## src/rtl/alu_seq_pkg.sv

```systemverilog
// Shared types for the ALU op sequencer.
//   alu_sel_e   : ALU opcode encoding driven on o_alu_sel
//   seq_state_e : sequencer FSM states
//   instr_t     : one program word {sel, a}
//   DRAIN_CYCLES: edges from the last operand being presented to its
//                 result being sampled back from the ALU
package alu_seq_pkg;

  localparam int INSTR_W      = 10;
  localparam int DRAIN_CYCLES = 3;

  typedef enum logic [1:0] {
    SEL_ADD = 2'b00,
    SEL_SUB = 2'b01,
    SEL_MAX = 2'b10,
    SEL_MIN = 2'b11
  } alu_sel_e;

  typedef enum logic [1:0] {
    ST_IDLE  = 2'd0,
    ST_ISSUE = 2'd1,
    ST_DRAIN = 2'd2,
    ST_DONE  = 2'd3
  } seq_state_e;

  typedef struct packed {
    alu_sel_e    sel;
    logic [7:0]  a;
  } instr_t;

endpackage

```

## src/rtl/alu_seq_prog_mem.sv

```systemverilog
// Program memory for the ALU op sequencer.
//   i_clk      : write clock
//   i_wr_en    : write strobe (already qualified by the caller)
//   i_wr_addr  : write address
//   i_wr_data  : instruction to store
//   i_rd_addr  : read address
//   o_rd_data  : instruction at i_rd_addr (combinational read)
// Flop array with no reset: contents survive i_reset. A write at an edge is
// visible on the read port in the following cycle.
module alu_seq_prog_mem
  import alu_seq_pkg::*;
#(
  parameter int DEPTH = 16,
  parameter int AW    = $clog2(DEPTH)
) (
  input  logic          i_clk,
  input  logic          i_wr_en,
  input  logic [AW-1:0] i_wr_addr,
  input  instr_t        i_wr_data,
  input  logic [AW-1:0] i_rd_addr,
  output instr_t        o_rd_data
);

  instr_t mem [DEPTH];

  always_ff @(posedge i_clk) begin
    if (i_wr_en) begin
      mem[i_wr_addr] <= i_wr_data;
    end
  end

  assign o_rd_data = mem[i_rd_addr];

endmodule

```

## src/rtl/alu_op_sequencer.sv

```systemverilog
// Command-side driver for the registered accumulator ALU.
//   i_clk, i_reset           : clock, async active-high reset
//   i_wr_en/i_wr_addr/i_wr_data : program write port (accepted only in IDLE)
//   i_len, i_start           : run request (length 1..DEPTH), sampled in IDLE
//   o_busy, o_done, o_err    : status; o_done/o_err are one-cycle pulses
//   o_final, o_carry_seen, o_ovf_seen : last sampled result and sticky flags
//   o_alu_a, o_alu_sel       : operand / opcode stream into the ALU
//   i_alu_result/carry/ovf   : ALU registered result and flags
//
// Request protocol: a run is accepted when i_start is high in IDLE with a
// legal i_len; o_busy then stays high up to and including the o_done cycle.
// Any i_start or i_wr_en seen while busy, or a start with an illegal length,
// produces a single o_err pulse the following cycle and is otherwise ignored.
//
// Timing, start accepted at edge E: operand k is on o_alu_a in the cycle
// after edge E+k, its opcode follows one cycle later (the ALU registers the
// operand first), and its result is sampled at edge E+k+3. The final result
// lands on the edge that enters DONE.
module alu_op_sequencer
  import alu_seq_pkg::*;
#(
  parameter int DEPTH = 16,
  parameter int AW    = $clog2(DEPTH)
) (
  input  logic               i_clk,
  input  logic               i_reset,
  input  logic               i_wr_en,
  input  logic [AW-1:0]      i_wr_addr,
  input  logic [INSTR_W-1:0] i_wr_data,
  input  logic [AW:0]        i_len,
  input  logic               i_start,
  output logic               o_busy,
  output logic               o_done,
  output logic               o_err,
  output logic [7:0]         o_final,
  output logic               o_carry_seen,
  output logic               o_ovf_seen,
  output logic [7:0]         o_alu_a,
  output logic [1:0]         o_alu_sel,
  input  logic [7:0]         i_alu_result,
  input  logic               i_alu_carry,
  input  logic               i_alu_ovf
);

  localparam logic [AW:0] LEN_MAX    = (AW+1)'(DEPTH);
  localparam logic [AW:0] LEN_ONE    = (AW+1)'(1);
  localparam logic [1:0]  DRAIN_LAST = 2'(DRAIN_CYCLES - 2);

  seq_state_e    state_q, state_d;
  logic [AW:0]   len_q;
  logic [AW-1:0] idx_q;
  logic [1:0]    drain_q;
  alu_sel_e      sel_q;
  logic          iss_d1_q, iss_d2_q;
  logic          err_q;
  logic [7:0]    final_q;
  logic          carry_q, ovf_q;

  logic          idle;
  logic          len_ok;
  logic          start_ok;
  logic          last_issue;
  logic          err_d;
  logic          mem_wr_en;
  instr_t        wr_instr;
  instr_t        rd_instr;

  assign wr_instr = i_wr_data;

  alu_seq_prog_mem #(
    .DEPTH (DEPTH),
    .AW    (AW)
  ) u_prog_mem (
    .i_clk     (i_clk),
    .i_wr_en   (mem_wr_en),
    .i_wr_addr (i_wr_addr),
    .i_wr_data (wr_instr),
    .i_rd_addr (idx_q),
    .o_rd_data (rd_instr)
  );

  // State register
  always_ff @(posedge i_clk or posedge i_reset) begin
    if (i_reset) begin
      state_q <= ST_IDLE;
    end else begin
      state_q <= state_d;
    end
  end

  // Next state and combinational outputs
  always_comb begin
    state_d    = state_q;
    idle       = (state_q == ST_IDLE);
    len_ok     = (i_len != '0) && (i_len <= LEN_MAX);
    start_ok   = idle && i_start && len_ok;
    last_issue = ({1'b0, idx_q} == (len_q - LEN_ONE));
    err_d      = (i_start && (!idle || !len_ok)) || (i_wr_en && !idle);
    mem_wr_en  = i_wr_en && idle;
    o_busy     = !idle;
    o_done     = (state_q == ST_DONE);
    o_alu_a    = (state_q == ST_ISSUE) ? rd_instr.a : 8'h00;

    case (state_q)
      ST_IDLE:  if (start_ok) state_d = ST_ISSUE;
      ST_ISSUE: if (last_issue) state_d = ST_DRAIN;
      // The last ISSUE cycle is the first of the drain window, so only
      // DRAIN_CYCLES-1 cycles are spent here before the result lands.
      ST_DRAIN: if (drain_q == DRAIN_LAST) state_d = ST_DONE;
      ST_DONE:  state_d = ST_IDLE;
      default:  state_d = ST_IDLE;
    endcase
  end

  // Datapath: index, opcode skew, result sampling
  always_ff @(posedge i_clk or posedge i_reset) begin
    if (i_reset) begin
      len_q    <= '0;
      idx_q    <= '0;
      drain_q  <= '0;
      sel_q    <= SEL_ADD;
      iss_d1_q <= 1'b0;
      iss_d2_q <= 1'b0;
      err_q    <= 1'b0;
      final_q  <= 8'h00;
      carry_q  <= 1'b0;
      ovf_q    <= 1'b0;
    end else begin
      err_q <= err_d;

      if (start_ok) begin
        len_q   <= i_len;
        idx_q   <= '0;
        carry_q <= 1'b0;
        ovf_q   <= 1'b0;
      end

      if (state_q == ST_ISSUE) begin
        idx_q   <= idx_q + AW'(1);
        drain_q <= '0;
      end

      if (state_q == ST_DRAIN) begin
        drain_q <= drain_q + 2'd1;
      end

      // Opcode trails its operand by one cycle; ADD of 0 holds the ALU.
      sel_q <= (state_q == ST_ISSUE) ? rd_instr.sel : SEL_ADD;

      // iss_d2_q marks a cycle whose ALU result belongs to this run.
      iss_d1_q <= (state_q == ST_ISSUE);
      iss_d2_q <= iss_d1_q;

      if (iss_d2_q) begin
        final_q <= i_alu_result;
        carry_q <= carry_q | i_alu_carry;
        ovf_q   <= ovf_q | i_alu_ovf;
      end
    end
  end

  assign o_err        = err_q;
  assign o_final      = final_q;
  assign o_carry_seen = carry_q;
  assign o_ovf_seen   = ovf_q;
  assign o_alu_sel    = sel_q;

endmodule

```

## config.mk

```make
export PLATFORM = sky130hd
export DESIGN_NAME = alu_op_sequencer
export DESIGN_NICKNAME = d
export VERILOG_FILES = /design/src/rtl/alu_seq_pkg.sv /design/src/rtl/alu_seq_prog_mem.sv /design/src/rtl/alu_op_sequencer.sv
export SDC_FILE = /design/constraint.sdc
export NUM_CORES = 1
export LEC_CHECK = 0
export CORE_UTILIZATION = 48
export DETAILED_ROUTE_END_ITERATION = 6
export PLACE_DENSITY = 0.72
export SKIP_CTS_REPAIR_TIMING = 1
export SYNTH_ARGS = -nofsm -noshare
export SYNTH_HDL_FRONTEND = slang
export SYNTH_HIERARCHICAL = 1
export SYNTH_SLANG_ARGS = --single-unit
```

## constraint.sdc

```tcl
create_clock -name i_clk -period 4.15 [get_ports i_clk]
set_clock_uncertainty 0.2 [all_clocks]
set_input_delay 1.245 -clock i_clk [delete_from_list [all_inputs] [get_ports i_clk]]
set_output_delay 1.245 -clock i_clk [all_outputs]
set_load 0.1 [all_outputs]
```

### After elaboration in Yosys (flattened, before gate mapping)

Memories as Yosys holds them, arrays and structs flattened.
Index checks and enable logic that the tools add are counted.

* logic and storage cells: 57
* bits in writable memories: 160
* memories: 1
* ROM bits: 0
* output and inout bits: 23
* bits of input ports: 33
* register bits after elaboration: 28
* latch bits: 0

* $lt $le $gt $ge: 1
* shift operators: 0
* muxes and demuxes: 15
* div/mod/pow operators: 0
* $mul: 0
* $add $sub $neg: 3
* bitwise logic cells: 2
* reduce and logical (&&, ||, !) cells: 16
* equal/unequal tests: 8

Memories
* u_prog_mem.mem: depth 16, width 10, rd ports 1, clocked after Yosys merged registers in 0, wr ports 1, line alu_seq_prog_mem.sv:24 `instr_t mem [DEPTH];`

Operator list (number)
* two-way mux 2 bit: 6
* two-way mux 4 bit: 2
* two-way mux 8 bit: 1
* case mux 2 bit (4 select lines): 1
* logical AND 1 bit: 6
* nonzero test 2 bit: 3
* equality test 4 x 5 -> 1 bit: 1
* <= comparator 5 bit, second input constant: 1
* two-way mux 1 bit: 5
* nonzero test 5 bit: 1
* subtractor 5 x 1 -> 5 bit, second input constant: 1
* adder 4 x 1 -> 4 bit, second input constant: 1
* equality test 2 x 1 -> 1 bit, second input constant: 2
* equality test 2 bit, second input constant: 2
* != test 2 bit, second input constant: 2
* AND reduction 3 bit: 1
* adder 2 x 1 -> 2 bit, second input constant: 1
* logical NOT 1 bit: 2
* logical NOT 2 bit: 1
* logical OR 1 bit: 2
* != test 2 x 1 -> 1 bit, second input constant: 1
* bitwise OR 1 bit: 2

### Logic depth before layout (Yosys ltp)

* word-level depth: 6
* depth in mapped cells: 7
* depth with buffers taken out: 7

### Cells and area by module

The synthesis kept the hierarchy.

Modules (own cells, without submodules)
* alu_seq_prog_mem: cells an instance 269, area each 6153.4 um^2, instances 1, sequential area each 4804.6 um^2
* alu_op_sequencer: cells an instance 124, area each 1378.8 um^2, instances 1, sequential area each 700.7 um^2

### Worst setup path before layout

No wires, ideal clock.

* path type: reg-to-output
* start: register idx_q[0]
* end: output port o_alu_a[0]
* path slack: 742 ps
* arrival: 1963 ps
* cell stages (with the launch flop): 7
* path buffers: 2
* required time: 2705 ps
* path through: dfrtp_1 buf_6 buf_4 mux4_2 a22oi_1 nand2_1 and2_1

RTL lines
* from (decl): line alu_op_sequencer.sv:51 `logic [AW-1:0] idx_q;`
* from (signal assigned): line alu_op_sequencer.sv:139 `idx_q <= idx_q + AW'(1);`
* to (decl): line alu_op_sequencer.sv:38 `output logic [7:0] o_alu_a,`

==> summary.md <==
| Metric | Value |
|---|---|
| Die area | `16200 sq um` |
| Antenna violations before repair | `0` |
| Detail Route Antenna Nets | `0` |
| Levels on crit path | `6` |
| CP endpoint | `o_alu_a[5]` |
| Sum Neg Setup Slack | `0 ps` |
| Clock Pin Slew Worst Setup and Hold Paths | `60 ps` |
| Crit share post-route | `94.1%` |
| Rows | `45` |
| Total routed wirelength | `15300 um` |
| DRC Markers | `0` |
| Seq. cell area | `5510 sq um` |
| Setup CP Type | `flip-flop to output pin` |
| Avg Vias per Cell | `5.58` |
| Status | `finished, final reports clean` |
| Routability Congestion | `0.737` |
| R2R cell count | `6` |
| Diodes inserted | `0` |
| # clock sinks | `188` |
| IO Port Bufs | `55` |
| Hold Crit Class | `flip-flop to flip-flop` |
| Detailed-route via count | `3912` |
| WP buf/inv | `2` |
| CP Max Fanout | `45` |
| Max-slew headroom | `33.9%` |
| Critical Path End Type | `output pin` |
| Worst r2r src | `state_q[0]` |
| Synth Instances | `393` |
| Vias in the first global route | `4080` |
| Layout Area Growth over Synthesis | `21.0%` |
| Power Dens Cells | `692 nW/um^2` |
| Post-synth net total | `433` |
| First-pass GRT wire length | `23300 um` |
| Synth Cell Area | `7530 sq um` |
| Gr usage total | `20.4%` |
| Post-DP HPWL | `9710 um` |
| Minimum clock period | `3910 ps` |
| Kind of cell adding the most delay to the critical path | `multiplexers` |
| VDD IR-drop max | `0.000492 V` |
| Worst endpoint data arrival time | `2460 ps` |
| Max Slew Vio Count | `0` |
| Final worst slack | `243 ps` |
| Depth of the CTS H-tree | `4` |
| Clock Tree Root | `clkbuf_16` |
| Boundary Pins | `56` |
| First-pass DRT Iterations | `4` |
| CORE AREA | `15300 sq um` |
| CTS Buf Count | `17` |
| GRT overflow | `0` |
| Cell mode on critical path | `buf_12` |
| Initial core utilization | `49.4%` |
| Critical path startpoint | `idx_q[0]` |
| R2R Setup Slk | `1650 ps` |
| Reg2reg end | `u_prog_mem/mem[0][0]` |
| Post-Place Worst Slack | `689 ps` |
| Actual slew at the worst max-slew pin | `988 ps` |
| Required @ worst endpoint | `2700 ps` |
| Synthesized area per cell | `19.2 sq um` |
| Unrepaired setup endpoints after global routing | `false` |
| Worst skew pair latency | `430 ps` |
| Crit-path cells | `buf_12 > mux4_1 > a22oi_1 > nand2_1 > and2_1 > buf_12` |
| Finish-stage setup viols | `0` |
| Seq cells post-synth | `188` |
| Final instance count without filler cells | `701` |
| Clock Tree Buf Depth | `2` |
| Maxcap violations | `0` |
| Share of layout cells above drive strength 1 | `23.3%` |
| Max Freq | `256 MHz` |
| Synth warn | `6` |
| Die height | `127 um` |
| Post-synthesis sequential area ratio | `73.1%` |
| DR iter-0 viols | `318` |
| Final hold violation count | `0` |
| # placed instances | `669` |
| CTS tree | `yes` |
| Slowest library cell on the worst path | `mux4_1` |
| Fin nets | `517` |
| Wire per inst | `21.8 um` |
| Fillcell total | `1106` |
| Largest net degree at the start of global routing | `46` |
| Hold Path Stages | `0` |
| Synth cell types | `39` |
| Setup crit start kind | `flip-flop` |
| Die Width | `127 um` |
| Area of the multi-input gates | `1880 sq um` |
| Largest stage delay on the critical path | `610 ps` |
| Leakage | `0.00314 uW` |
[report_power, final]
| part | internal [uW] | switching (uW) |
|---|---|---|
| clock network | 936 | 660 |
| registers | 2210 | 115 |
| logic | 907 | 1470 |
| total | 4050 | 2250 |
[layout by cell type, fill, tap and decap left out, types with 2 or more instances in the layout]
cell             synthesis  routed
a21oi_1                  4       4
a22oi_1                 20      20
and2_1                  12      12
buf_12                   0      10
buf_4                    2      29
bufinv_16                0       3
clkbuf_16                0      17
clkdlybuf4s50_1          0      42
clkinv_1                 0       2
clkinv_2                 0       5
clkinvlp_4               0       4
dfrtp_1                 28      27
edfxtp_1               160     160
ha_1                     7       7
inv_1                   11      11
mux2_2                  13      13
mux4_1                  12      12
mux4_2                  28      28
nand2_1                 17      17
nand2b_1                 2       2
nand3_1                  5       5
nand3b_1                 3       3
nor2_1                  21      21
nor2b_1                  3       3
nor3_1                   5       5
o21ai_0                  5       5
o21ai_1                  2       2
xnor2_1                  5       5
xor2_1                   2       2
[worst min path at each step]
stage                  start  slack [ps]  endpoint
floorplan           iss_d1_q         130  iss_d2_q
finish              iss_d1_q         160  iss_d2_q
global placement    iss_d1_q         140  iss_d2_q
CTS                 iss_d1_q         160  iss_d2_q
detailed placement  iss_d1_q         140  iss_d2_q
global route        iss_d1_q         170  iss_d2_q
[Yosys cell counts]
cell / number / area share (%)
o22ai_1: 1 / 0.083
a31oi_1: 1 / 0.083
nand3_1: 5 / 0.33
nor2b_1: 3 / 0.25
buf_2: 1 / 0.066
clkbuf_1: 4 / 0.20
buf_8: 2 / 0.40
nand2_1: 17 / 0.85
o211ai_1: 1 / 0.10
a21oi_1: 4 / 0.27
a22oi_1: 20 / 2.0
mux2i_1: 1 / 0.13
nor3_1: 5 / 0.33
edfxtp_1: 160 / 64
dfrtp_1: 28 / 9.3
a2bb2oi_1: 1 / 0.12
a211oi_2: 1 / 0.17
buf_1: 5 / 0.25
xor2_1: 2 / 0.23
and2_1: 12 / 1.0
nand3b_1: 3 / 0.30
buf_6: 2 / 0.30
ha_1: 7 / 1.2
mux2_2: 13 / 1.9
xnor2_1: 5 / 0.58
o21ai_1: 2 / 0.13
o21ai_0: 5 / 0.33
mux4_2: 28 / 8.4
o21ai_2: 1 / 0.12
a41oi_1: 1 / 0.12
nor2_1: 21 / 1.0
buf_4: 2 / 0.20
or3b_1: 1 / 0.12
mux4_1: 12 / 4.2
inv_1: 11 / 0.55
mux2_4: 1 / 0.20
nor4_2: 1 / 0.17
or2_1: 1 / 0.083
nand2b_1: 2 / 0.17
[metrics by stage]
step	hold slack [ps]	total power [uW]	utilization, %	instance area (sq um)
3_5_place_dp	143	4770	55.9	8530
4_1_cts	158	6350	59.7	9110
3_3_place_gp	136	4720	55.9	8530
5_1_grt	167	6550	59.7	9110
2_1_floorplan	131	4140	-	7530
6_report	156	6300	59.7	9110
[kinds of logic (layout without fill, tap and decap cells)]
| group | count (synthesis) | after routing | share of synthesized area [%] |
|---|---|---|---|
| simple gates | 71 | 71 | 4.63 |
| mux | 55 | 55 | 14.8 |
| xor+xnor | 7 | 7 | 0.814 |
| buf+inv | 27 | 124 | 1.96 |
| compound gates | 38 | 38 | 3.51 |
| fa+ha+maj | 7 | 7 | 1.16 |
| flops | 188 | 188 | 73.1 |
[sequential cells by signal, indices dropped and copies added, names as in the netlist]
register	flops
u_prog_mem/mem	160
o_final	8
len_q	5
idx_q	4
drain_q	2
o_alu_sel	2
state_q	2
iss_d1_q	1
iss_d2_q	1
o_carry_seen	1
o_err	1
o_ovf_seen	1
[metal layers]
metal | up-vias | GRT usage, % | wire length (um)
met5 | - | 0 | 0
met1 | 2028 | 28.1 | 6510
met2 | 132 | 32.6 | 7440
met4 | 0 | 7.98 | 235
li1 | 1732 | - | -
met3 | 20 | 4.02 | 1070
[layout make-up]
class,instances,area share (%)
Clock inverter,14,1.68
Tap cell,211,2.90
Multi-Input combinational cell,178,20.6
Sequential cell,188,60.4
Clock buffer,18,4.71
Timing Repair Buffer,81,9.20
Inverter,11,0.453
Power figures use the tool's default switching activity.
